## config.mk

```make
export PLATFORM = sky130hd
export DESIGN_NAME = ethernet_reply_tx_arbiter
export DESIGN_NICKNAME = d
export VERILOG_FILES = /design/src/rtl/ethernet_reply_tx_arbiter.sv
export SDC_FILE = /design/constraint.sdc
export NUM_CORES = 1
export LEC_CHECK = 0
export BUFFER_PORTS_ARGS = -buffer_cell sky130_fd_sc_hd__buf_2
export CORE_MARGIN = 5
export CORE_UTILIZATION = 44
export CTS_BUF_LIST = sky130_fd_sc_hd__clkbuf_8
export DETAILED_ROUTE_END_ITERATION = 7
export PLACE_DENSITY = 0.76
export RECOVER_POWER = 50
export SLEW_MARGIN = 0
export SYNTH_ARGS = -nofsm -noshare
export SYNTH_HDL_FRONTEND = slang
export SYNTH_SLANG_ARGS = --single-unit
```

## constraint.sdc

```tcl
create_clock -name i_clk -period 1.36 [get_ports i_clk]
set_input_delay 0.068 -clock i_clk [delete_from_list [all_inputs] [get_ports i_clk]]
set_output_delay 0.068 -clock i_clk [all_outputs]
set_load 0.01 [all_outputs]
```

## src/rtl/ethernet_reply_tx_arbiter.sv

```systemverilog
// Arbitrates ARP and ICMP reply transmitters onto one byte stream toward the MAC,
// with round-robin grant, start timeout and an enforced inter-frame gap.
module ethernet_reply_tx_arbiter #(
   parameter int IFG_CYCLES    = 12,
   parameter int START_TIMEOUT = 4
) (
   input  logic       i_clk,
   input  logic       i_reset,
   input  logic       i_arp_req,
   input  logic       i_icmp_req,
   output logic       o_arp_start,
   output logic       o_icmp_start,
   input  logic [7:0] i_arp_word,
   input  logic       i_arp_valid,
   input  logic [7:0] i_icmp_word,
   input  logic       i_icmp_valid,
   output logic [7:0] o_word,
   output logic       o_valid,
   output logic       o_busy,
   output logic       o_err_timeout
);

   localparam int CNT_MAX = (IFG_CYCLES > START_TIMEOUT) ? IFG_CYCLES : START_TIMEOUT;
   localparam int CNT_W   = $clog2(CNT_MAX + 1);

   // state        | meaning
   // S_IDLE       | no grant; pick a pending source
   // S_START      | one-cycle start pulse to the granted transmitter
   // S_WAIT_VALID | waiting for the first byte, bounded by START_TIMEOUT
   // S_SEND       | forwarding granted bytes until valid drops
   // S_GAP        | inter-frame gap of IFG_CYCLES cycles
   typedef enum logic [2:0] {
      S_IDLE,
      S_START,
      S_WAIT_VALID,
      S_SEND,
      S_GAP
   } state_t;

   state_t           r_state;
   state_t           w_state_nxt;
   logic             r_pend_arp;
   logic             r_pend_icmp;
   logic             r_sel_icmp;
   logic             w_sel_icmp_nxt;
   logic [CNT_W-1:0] r_cnt;
   logic [7:0]       r_word;
   logic             r_valid;
   logic             w_sel_valid;
   logic [7:0]       w_sel_word;
   logic             w_err;
   logic             w_start_done;

   always_comb begin
      w_state_nxt    = r_state;
      w_sel_icmp_nxt = r_sel_icmp;
      w_err          = 1'b0;
      w_sel_valid    = r_sel_icmp ? i_icmp_valid : i_arp_valid;
      w_sel_word     = r_sel_icmp ? i_icmp_word  : i_arp_word;
      case (r_state)
         S_IDLE: begin
            if (r_pend_arp || r_pend_icmp) begin
               w_state_nxt = S_START;
               // r_sel_icmp still names the last served source, so a tie goes to the other one
               w_sel_icmp_nxt = r_pend_icmp && (!r_pend_arp || !r_sel_icmp);
            end
         end
         S_START:      w_state_nxt = S_WAIT_VALID;
         S_WAIT_VALID: begin
            if (w_sel_valid) begin
               w_state_nxt = S_SEND;
            end else if (r_cnt == CNT_W'(START_TIMEOUT - 1)) begin
               w_err       = 1'b1;
               w_state_nxt = S_GAP;
            end
         end
         S_SEND: begin
            if (!w_sel_valid) w_state_nxt = S_GAP;
         end
         S_GAP: begin
            if (r_cnt == CNT_W'(IFG_CYCLES - 1)) w_state_nxt = S_IDLE;
         end
         default:      w_state_nxt = S_IDLE;
      endcase
   end

   assign w_start_done = (r_state == S_START);

   always_ff @(posedge i_clk) begin
      if (i_reset) begin
         r_state     <= S_IDLE;
         r_pend_arp  <= 1'b0;
         r_pend_icmp <= 1'b0;
         r_sel_icmp  <= 1'b1;  // "ICMP served last" so ARP wins the first tie
         r_cnt       <= '0;
         r_word      <= 8'h00;
         r_valid     <= 1'b0;
      end else begin
         r_state     <= w_state_nxt;
         r_sel_icmp  <= w_sel_icmp_nxt;
         r_pend_arp  <= i_arp_req  | (r_pend_arp  & ~(w_start_done & ~r_sel_icmp));
         r_pend_icmp <= i_icmp_req | (r_pend_icmp & ~(w_start_done &  r_sel_icmp));
         if (w_state_nxt != r_state) begin
            r_cnt <= '0;
         end else if (r_state == S_WAIT_VALID || r_state == S_GAP) begin
            r_cnt <= r_cnt + 1'b1;
         end
         if (r_state == S_WAIT_VALID || r_state == S_SEND) begin
            r_word  <= w_sel_word;
            r_valid <= w_sel_valid;
         end else begin
            r_word  <= 8'h00;
            r_valid <= 1'b0;
         end
      end
   end

   assign o_arp_start   = w_start_done & ~r_sel_icmp;
   assign o_icmp_start  = w_start_done &  r_sel_icmp;
   assign o_word        = r_word;
   assign o_valid       = r_valid;
   assign o_busy        = (r_state != S_IDLE);
   assign o_err_timeout = w_err;

endmodule

```

==> run metrics <==
Distinct cells, synth=33; hold path startpoint=i_arp_req; PnR Total Power=1.46 mW; PwrDens=~1000 nW/um2; Cell Area, Synth=about 900 um2; Reg-to-Reg End=r_state[2]; Lkg Pwr=0.610 nW; IO Pins=35; Setup Crit Path Kind=reg -> out; Total GRT Usage=0.161; nets=170; Synth Area in Simple Gates=0.232; status=finished, violations left; Reg2Reg Depth=6; relative slew slack=0.761; CTS Buf Count=3; DRC=0; vias in the first global route=between 900 and 1,000; kind of end point of the critical path=output port; Initial DRC Count=14; CP peak stage delay=a little under 0.4 ns; Synth Net Count=between 100 and 150; Ant. Diodes=0; WL per Instance=about 15 um; chip height=roughly 55 um; clock skew=between 0.005 and 0.006 ns; placed cells=162; FMAX=690 MHz; via count=871; fin worst setup slack=-0.0887 ns; H-tree depth=1; CTS Buffer Depth=2; first-pass GRT wire length=3.94 mm; GP Congestion=0.759; die width=around 55 um; Finished Layout Cells=between 150 and 200; die footprint=around 3000 um2; core area=1960 um2; Max Cap Viol=0; grt ovf=0; Avg Vias per Cell=between 5 and 6; crit path DAT=around 1.4 ns; Crit Path Max Fanout=3; DP Worst Slack=-0.0503 ns; drt pass-1 iters=4; CP max-delay cell=dfxtp_4; peak supply drop=slightly above 0.0008 V; worst path required time=~1.3 ns; register area share after synthesis=0.422; detailed placement HPWL=between 1.5 and 2 mm; clk root buf=clkbuf_8; Port Buffers=34; CTS clock-pin slew for the worst setup and hold paths=~0.070 ns; FP Rows=16; XOR/XNOR Fraction of Synth Area=0.0389; Final setup viols=8; clk sink count=19; worst min-delay path category=in -> reg; CP startpoint kind=flip-flop; Post-CTS Hold Fix Bufs=0; hold depth=3; post-synthesis mux area share=0.131; WHS Endpoint=r_pend_arp; largest family of logic cells by synthesized area=simple AND/OR/NAND/NOR gates; Synth Register Bits=19; Worst Tran Pin Value=0.358 ns; synth warn=0; failing checks=setup timing; Max Slew Vio Count=0; Syn Inst Count=between 90 and 100; Initial Util=0.459; Synth Area per Inst=9.38 um2; Layout area overhead=54.3%; share of layout cells above drive strength 1=0.493; endpoints failing hold=0; Final Critical Period=~1.4 ns; total routed wirelength=between 2 and 3 mm; Reg-to-Reg Start=r_cnt[0]; clk_lat worst skew=0.26 ns; RSZ-0062 raised after global routing=yes; Final ANT Viol Nets=0; adder-cell share of the synthesized area=0.0139; CTS tree=done; initial antenna violation count=0; final period utilization=1.07; Synth Area in Compound Gates=0.108; Fillers=approximately 170; largest net degree at the start of global routing=12; R2R setup slack=-0.04 ns; hold_ws=~0.026 ns; worst-path cell chain=mux2i_4, nand2_2, nor4b_2, buf_2
-- per-stage QoR --
stage / TNS (ns) / area (um2) / util
after global routing: -0.728 / 1390 / 0.709
after CTS: -0.195 / 1310 / 0.669
after floorplan: 0 / 901 / -
final: -0.302 / 1390 / 0.709
after detailed placement: -0.210 / 1150 / 0.586
after global placement: -0.00586 / 1150 / 0.586
-- worst max path at each step --
stage,depth (start not counted),slack (ns),start,endpoint
CTS,5,-0.1,r_state[1],o_icmp_start
finish,4,-0.09,r_sel_icmp,o_err_timeout
global placement,4,-0.004,r_sel_icmp,r_cnt[1]
floorplan,5,0.03,r_cnt[0],r_state[2]
detailed placement,5,-0.05,r_cnt[1],r_state[2]
global route,4,-0.14,r_sel_icmp,o_err_timeout
-- worst max-delay path, delay by kind of cell (launching register included) --
| family | cells | cell delay, ns |
|---|---|---|
| and+or+nand+nor | 2 | 0.31 |
| muxes | 1 | 0.26 |
| DFF | 1 | 0.39 |
| buffers and inverters | 1 | 0.17 |
-- synth_stat cells, drive strengths merged --
cell | n | area share
nor3b | 2 | 0.022
dfxtp | 19 | 0.42
nand2b | 1 | 0.0069
or3b | 1 | 0.0097
clkbuf | 1 | 0.0042
a311oi | 1 | 0.0097
xnor2 | 4 | 0.039
a21boi | 1 | 0.0083
inv | 5 | 0.021
ha | 1 | 0.014
nor3 | 4 | 0.022
nor4b | 2 | 0.036
mux2 | 1 | 0.017
nand2 | 4 | 0.017
nand3 | 1 | 0.0056
and3 | 1 | 0.0069
o21bai | 1 | 0.0083
nand3b | 1 | 0.0083
nor2 | 18 | 0.075
buf | 4 | 0.029
or3 | 2 | 0.014
o221ai | 2 | 0.026
a21oi | 6 | 0.037
or4 | 1 | 0.0083
o21ai | 2 | 0.011
a31oi | 1 | 0.0069
mux2i | 9 | 0.11
-- placed cells by master (no fill, tap or decap), drive strengths merged --
master  synthesis  final
dfxtp          19     19
nor3            4      4
nor3b           2      2
a31oi           1      1
xnor2           4      4
or4             1      1
clkbuf          1     12
or3             2      2
inv             5      5
a21boi          1      1
nor4b           2      2
and3            1      1
clkinv          0      1
o21bai          1      1
o221ai          2      2
o21ai           2      2
a21oi           6      6
nand2           4      4
nand3           1      1
ha              1      1
or3b            1      1
mux2i           9      9
nand2b          1      1
nor2           18     18
mux2            1      1
nand3b          1      1
buf             4     42
a311oi          1      1
-- layout make-up --
class | count | area (um2) | share of cell area
Timing Repair Buffer | 51 | 318 | 0.229
Sequential cell | 19 | 390 | 0.281
Inverter | 5 | 18.8 | 0.0135
Clock inverter | 1 | 5.00 | 0.00360
Clock buffer | 3 | 41.3 | 0.0297
Multi-Input combinational cell | 67 | 583 | 0.419
Tap cell | 27 | 33.8 | 0.0243
-- cells by family after synthesis --
group	after synthesis
muxes	10
and+or+nand+nor	38
buffers and inverters	10
adders and majority gates	1
AOI/OAI and AO/OA	14
xor gates and xnor gates	4
DFF	19
-- registers in the layout, indices dropped and copies added (netlist names) --
register,cells
r_pend_icmp,1
o_valid,1
r_cnt,4
r_sel_icmp,1
r_pend_arp,1
o_word,8
r_state,3
-- power breakdown --
| group | switching (mW) | internal [mW] |
|---|---|---|
| sequential | 0.0255 | 0.590 |
| combinational | 0.218 | 0.230 |
| clock | 0.192 | 0.204 |
| total | 0.435 | 1.02 |
-- timing repair --
item,in CTS,in global routing
pin swaps,7,6
buffers inserted,5,2
endpoints found under the setup margin,10,10
resized for setup,19,16
-- per-layer routing --
metal | track usage | wire, um | vias up
li1 | - | - | 430
met1 | 0.164 | 925 | 404
met2 | 0.299 | 1380 | 35
met3 | 0.0559 | 214 | 2
met4 | 0.0556 | 11 | 0
met5 | 0 | 0 | -
(Power assumes the default switching activity.)
